**src/rtl/iter_shifter.sv**
```systemverilog
// rtl/iter_shifter.sv - iterative SLL/SRL/SRA shift unit, STEP bits per cycle; optional rotate-left via ITER_SHIFTER_ROTATE_EN
module iter_shifter #(
   parameter int WIDTH   = 32,
   parameter int SHAMT_W = 5,
   parameter int STEP    = 1
) (
   input  logic               clk,
   input  logic               reset,
   input  logic               start,
   input  logic [1:0]         mode,
   input  logic [SHAMT_W-1:0] shamt,
   input  logic [WIDTH-1:0]   din,
   output logic [WIDTH-1:0]   dout,
   output logic               busy,
   output logic               done
);

   typedef enum logic [1:0] {
      ST_IDLE  = 2'd0,
      ST_SHIFT = 2'd1,
      ST_DONE  = 2'd2
   } state_t;

   localparam logic [1:0]         MODE_SRL = 2'b01;
   localparam logic [1:0]         MODE_SRA = 2'b10;
   localparam logic [1:0]         MODE_ROT = 2'b11;
   localparam logic [SHAMT_W-1:0] STEP_C   = SHAMT_W'(STEP);

   state_t             state_q, state_d;
   logic [WIDTH-1:0]   work_q, work_d;
   logic [SHAMT_W-1:0] rem_q, rem_d;
   logic [1:0]         mode_q, mode_d;
   logic [WIDTH-1:0]   dout_q, dout_d;

   logic [SHAMT_W-1:0] step_amt;
   logic [SHAMT_W-1:0] rem_next;
   logic [WIDTH-1:0]   shifted;

`ifdef ITER_SHIFTER_ROTATE_EN
   logic [SHAMT_W:0]   rot_back;
`endif

   // One step of the working register: shift by min(STEP, remaining) in the captured mode
   always_comb begin
      step_amt = (rem_q < STEP_C) ? rem_q : STEP_C;
      rem_next = rem_q - step_amt;
`ifdef ITER_SHIFTER_ROTATE_EN
      rot_back = (SHAMT_W+1)'(WIDTH) - {1'b0, step_amt};
`endif
      case (mode_q)
         MODE_SRL: shifted = work_q >> step_amt;
         // Working MSB still holds the captured sign, so an arithmetic shift keeps replicating it
         MODE_SRA: shifted = $unsigned($signed(work_q) >>> step_amt);
`ifdef ITER_SHIFTER_ROTATE_EN
         MODE_ROT: shifted = (work_q << step_amt) | (work_q >> rot_back);
`else
         MODE_ROT: shifted = work_q << step_amt;
`endif
         default:  shifted = work_q << step_amt;
      endcase
   end

   // Next-state logic: accept start in IDLE/DONE, iterate in SHIFT, DONE is a single cycle
   always_comb begin
      state_d = state_q;
      work_d  = work_q;
      rem_d   = rem_q;
      mode_d  = mode_q;
      dout_d  = dout_q;
      case (state_q)
         ST_IDLE, ST_DONE: begin
            state_d = ST_IDLE;
            if (start) begin
               mode_d = mode;
               work_d = din;
               rem_d  = shamt;
               if (shamt == '0) begin
                  state_d = ST_DONE;
                  dout_d  = din;
               end else begin
                  state_d = ST_SHIFT;
               end
            end
         end
         ST_SHIFT: begin
            work_d = shifted;
            rem_d  = rem_next;
            if (rem_next == '0) begin
               state_d = ST_DONE;
               dout_d  = shifted;
            end
         end
         default: state_d = ST_IDLE;
      endcase
   end

   // State and datapath registers; reset aborts any operation immediately
   always_ff @(posedge clk or posedge reset) begin
      if (reset) begin
         state_q <= ST_IDLE;
         work_q  <= '0;
         rem_q   <= '0;
         mode_q  <= '0;
         dout_q  <= '0;
      end else begin
         state_q <= state_d;
         work_q  <= work_d;
         rem_q   <= rem_d;
         mode_q  <= mode_d;
         dout_q  <= dout_d;
      end
   end

   // Status outputs are decoded straight from the state register so reset clears them at once
   always_comb begin
      busy = (state_q == ST_SHIFT);
      done = (state_q == ST_DONE);
      dout = dout_q;
   end

endmodule

```
**config.mk**
```make
export PLATFORM = sky130hd
export DESIGN_NAME = iter_shifter
export DESIGN_NICKNAME = d
export VERILOG_FILES = /design/src/rtl/iter_shifter.sv
export SDC_FILE = /design/constraint.sdc
export NUM_CORES = 1
export LEC_CHECK = 0
export CAP_MARGIN = 20
export CORE_AREA = 2 2 93 95
export DETAILED_ROUTE_END_ITERATION = 8
export DIE_AREA = 0 0 95 97
export PLACE_DENSITY = 0.78
export SYNTH_ARGS = -nofsm -noshare
export SYNTH_HDL_FRONTEND = slang
export SYNTH_SLANG_ARGS = --single-unit
```
**constraint.sdc**
```tcl
create_clock -name clk -period 6 [get_ports clk]
set_input_delay 1.2 -clock clk [delete_from_list [all_inputs] [get_ports clk]]
set_output_delay 1.2 -clock clk [all_outputs]
set_load 0.01 [all_outputs]
```
[Word level (Yosys, flattened, before mapping)]
Cells that the tools add are included.
Storage, ports and cells
  flip-flop bits (word level): 73
  bits in latches: 0
  bits in writable memories: 0
  memory bits (read-only): 0
  bits of input ports: 42
  output and inout port bits: 34
  logic and storage cells: 39
  memories kept: 0
Cells by class
  add/subtract/negate cells: 1
  $mul: 0
  divide/modulo/power cells: 0
  order comparisons: 1
  equality and inequality tests: 7
  shift-type cells: 3
  mux-type cells: 14
  bitwise operators: 0
  reduce and logical (&&, ||, !) cells: 8
Operators by type and width (number)
  $pmux W32 S2: 3
  $mux W32: 4
  $shl A32 B5 Y32: 1
  $shr A32 B5 Y32: 1
  $sshr A32 B5 Y32: 1
  $logic_not A5 Y1: 2
  $mux W5: 2
  $pmux W5 S2: 1
  $mux W2: 3
  $lt A5 B1 Y1 const B: 1
  $sub A5 B5 Y5: 1
  $eq A2 B1 Y1 const B: 2
  $eq A2 B2 Y1 const B: 2
  $ne A2 B2 Y1 const B: 2
  $pmux W2 S2: 1
  $reduce_and A2 Y1: 2
  $reduce_and A4 Y1: 1
  $logic_not A2 Y1: 1
  $ne A2 B1 Y1 const B: 1
  $reduce_bool A2 Y1: 1
  $reduce_or A2 Y1: 1

[Logic depth before layout (Yosys ltp)]
  depth in word-level cells: 6
  depth in mapped cells: 10
  gate-level depth less buffers: 8

[Worst setup path before layout]
No wires, ideal clock.
  path type: input to register
  start: input port shamt[2]
  end: register dout_q[10], in the netlist dout[10]
  setup time: 0.121 ns
  data arrival time: 2.483 ns
  data required time: 5.879 ns
  setup slack: 3.396 ns
  stages on the path: 6
  buffers on the path: 1
  path through: or4_4 -> or3_4 -> buf_6 -> nor2_1 -> nor2_1 -> o22a_1
On the way
  word-level cells in the longest chain between the ends: 3
Ends and longest elaborated chain
  start: declaration: line 11  | input logic [SHAMT_W-1:0] shamt,
  $logic_not A5 Y1: line 77  | if (shamt == '0) begin
  $ne A2 B2 Y1 (no source line)
  $reduce_and A4 Y1 (no source line)
  end signal: assignment: line 110  | dout_q <= dout_d;
  end: declaration: line 33  | logic [WIDTH-1:0] dout_q, dout_d;
No other way between the ends.
A chain may end at the register's enable or synchronous reset.

[Worst setup path after layout]
  start: register state_q[1]
  end: output port busy
On the way
  word-level cells in the longest chain between the ends: 1
Ends and longest elaborated chain
  start: declaration: line 29  | state_t state_q, state_d;
  start signal: assignment: line 106  | state_q <= state_d;
  $eq A2 B1 Y1: line 116  | busy = (state_q == ST_SHIFT);
  end: declaration: line 14  | output logic busy,
No other way between the ends.

==> results.toml <==
[setup_path]
worst_path_max_delay_cell = "inv_2"
cp.arrival_ns = 2.81
start_kind = "flip-flop"
endpoint_kind = "primary output"
crit_chain = "nand2b_1 -> inv_2 -> clkdlybuf4s50_1"
worstPathMaxFanout = 42
r2r-start = "state_q[1]"
crit_type = "flip-flop to primary output"
r2r-end = "dout[0]"
ff2ff_path_depth = 7
crit_required_ns = 4.80
r2r_slack_ns = 2.63
crit_path_max_incr_delay_ns = 0.81

[clock_tree]
postCtsHoldBufs = 0
clockBufferDepth = 2
clkTransAtPathRegs_ns = 0.08
htreeDepth = 3
cts.repair.resized = 0
cts_sinks = 73
cts_setup_buffers = 0
clk_root_buffer_cell = "clkbuf_8"
cts_tree = "yes"
numCtsBuffers = 9
clkLatencyLatePin_ns = 0.34

[sta]
slew_headroom_pct = 31.2
layout_setup_ws_ns = 1.99
worst_pin_slew_ns = 1.03
final.period_utilization_pct = 66.8
rsz0062_at_grt = "no"
fin_skew_ns = 0.00833
fin_crit_ns = 4.01
hold_viol_final = 0
fmax_mhz = 250
finalSetupTns_ns = 0
drv_slew = 0
setup_viol = 0

[layout]
final_nets = 564
drive_gt1_share_pct = 8.40
area_delta_synth_final_pct = 21.6
final_area_sq_um = 5110
antenna_cells = 0
final_util_pct = 62.9

[min_path]
holdPathStages = 2
hp-class = "flip-flop to flip-flop"
hp-start = "dout[27]"
whs_endpoint = "dout[27]"

[floorplanning]
num_rows = 33
io-pin-count = 76
fp.dieH_um = 97
die_x_um = 95
die_area_sq_um = 9220
start_util_pct = 51.7
core-area_sq_um = 8130

[synth]
ys_top_cells_by_area = "dfrtp_1 43%, nor2_1 8.3%, mux2i_1 6.9%, o22a_1 6.7%, o21ai_0 3.7%"
synth_enable_flop_cells = 0
ys_async_sr_fraction_pct = 100
ys_seq_area_share_pct = 43.4
synth_largest_area_cell = "dfrtp_1"
synth_fp_nets = 507
synth_warnings = 0
ys_ff_latch = 73
yosys.area.top_type_share_pct = 43.4
synth_area_per_cell_sq_um = 9.10
synthDistinctLibCells = 53
postSynthCellCount = 462
synth_top_flop_cell = "dfrtp_1"
netlist_area_sq_um = 4210
synth_most_common_cell = "nor2_1"
synth_common_cells = "93 x nor2_1, 73 x dfrtp_1, 32 x o22a_1"

[grt]
grt_pass1_vias = 3685
grt_first_pass_wirelength_um = 18400
grt-ovfl-total = 0
grt_antenna_before_repair = 0
grt_max_degree = 74
track_usage_pct = 25.1

[place]
place_ws_ns = 2.31
io_buffers = 75
dpl_cell_area_sq_um = 4940
hpwlAfterDp_um = 7180
place_congestion = 0.941

[detailed_routing]
dr.pass1.iters = 4
vias = 3823
post-route-drc-count = 0
first_iter_violations = 323
wirelength_um = 11000
ant_nets = 0
wire_per_inst_um = 17.5
routed_via_density = 6.08

[run]
drv_cap = 0

[power]
vdd_drop_max_mv = 0.311
powerDensity_nw_per_um2 = 607
p_leak_nw = 2.18

[status]
status = "finished clean"
-- power breakdown --
| part | leakage (nW) | switching [W] | total (W) | internal (W) |
|---|---|---|---|---|
| sequential | 0.887 | 0.000225 | 0.000971 | 0.000746 |
| clock | 0.0932 | 0.000184 | 0.000355 | 0.000171 |
| combinational | 1.20 | 0.000956 | 0.00178 | 0.000819 |
| total | 2.18 | 0.00136 | 0.00310 | 0.00174 |
-- per-stage QoR --
stage,hold WS (ns),cells,power (W)
floorplan,0.484,462,0.00219
global placement,0.470,613,0.00267
detailed placement,0.475,613,0.00272
CTS,0.491,629,0.00309
global route,0.499,629,0.00334
finish,0.489,629,0.00310
-- critical path, delay by kind of cell, from the launching register on --
family | cells | cell delay [ns]
buffers and inverters | 2 | 1.48
DFF | 1 | 0.37
and+or+nand+nor | 1 | 0.59
-- sequential cells by signal, summed over array words and instances, names as in the netlist --
signal and count:
dout 32, work_q 32, rem_q 5, mode_q 2
state_q 2
-- cell type report --
cell class | count | area [sq um]
well taps | 105 | 131
flip-flops and latches | 73 | 1830
fillers | 696 | 3020
clock inverters | 3 | 15.0
clock buffers | 13 | 159
inverters | 9 | 33.8
repair buffers | 78 | 773
multi-input cells | 348 | 2170
-- cells in the final DEF, fill, tap and decap left out, types with 3 or more instances in the layout --
cell	Yosys	final
nor2_1	93	93
clkdlybuf4s50_1	0	75
dfrtp_1	73	73
o22a_1	32	32
nand2_1	31	31
o21ai_0	31	31
a21oi_1	30	30
mux2i_1	29	29
a211oi_1	16	16
a31oi_1	11	11
clkbuf_8	0	11
o21ai_1	7	7
inv_1	7	6
and3_1	5	5
o22ai_1	5	5
mux2_2	4	4
a211o_1	4	4
nor3_1	4	4
or3_1	4	4
inv_2	2	3
ha_1	3	3
clkinv_2	0	3
buf_4	2	3
-- worst max-delay path by stage --
stage          startpoint      end  slack [ns]  cells past startpoint
2_1_floorplan       reset  dout[0]        2.95                      1
3_3_place_gp     shamt[2]  dout[0]        2.40                      7
3_5_place_dp     shamt[2]  dout[0]        2.31                      7
4_1_cts        state_q[1]     busy        2.02                      3
5_1_grt        state_q[1]     busy        1.90                      3
6_report       state_q[1]     busy        1.99                      3
-- layer usage --
layer / wire length (um) / GRT usage [%]
met1: 4820 / 35.1
met4: 173 / 7.69
met3: 649 / 3.82
met5: 0 / 0
met2: 5340 / 40.0
-- cells by family (layout without fill, tap and decap cells) --
kind of cell               Yosys count  in the layout  synth area share, %
buffers and inverters               41            103                 4.94
DFF                                 73             73                 43.4
muxes                               35             35                 8.69
AOI/OAI and AO/OA                  155            155                 25.3
and+or+nand+nor                    155            155                 16.7
adders and majority gates            3              3                0.893
(Power assumes the default switching activity.)
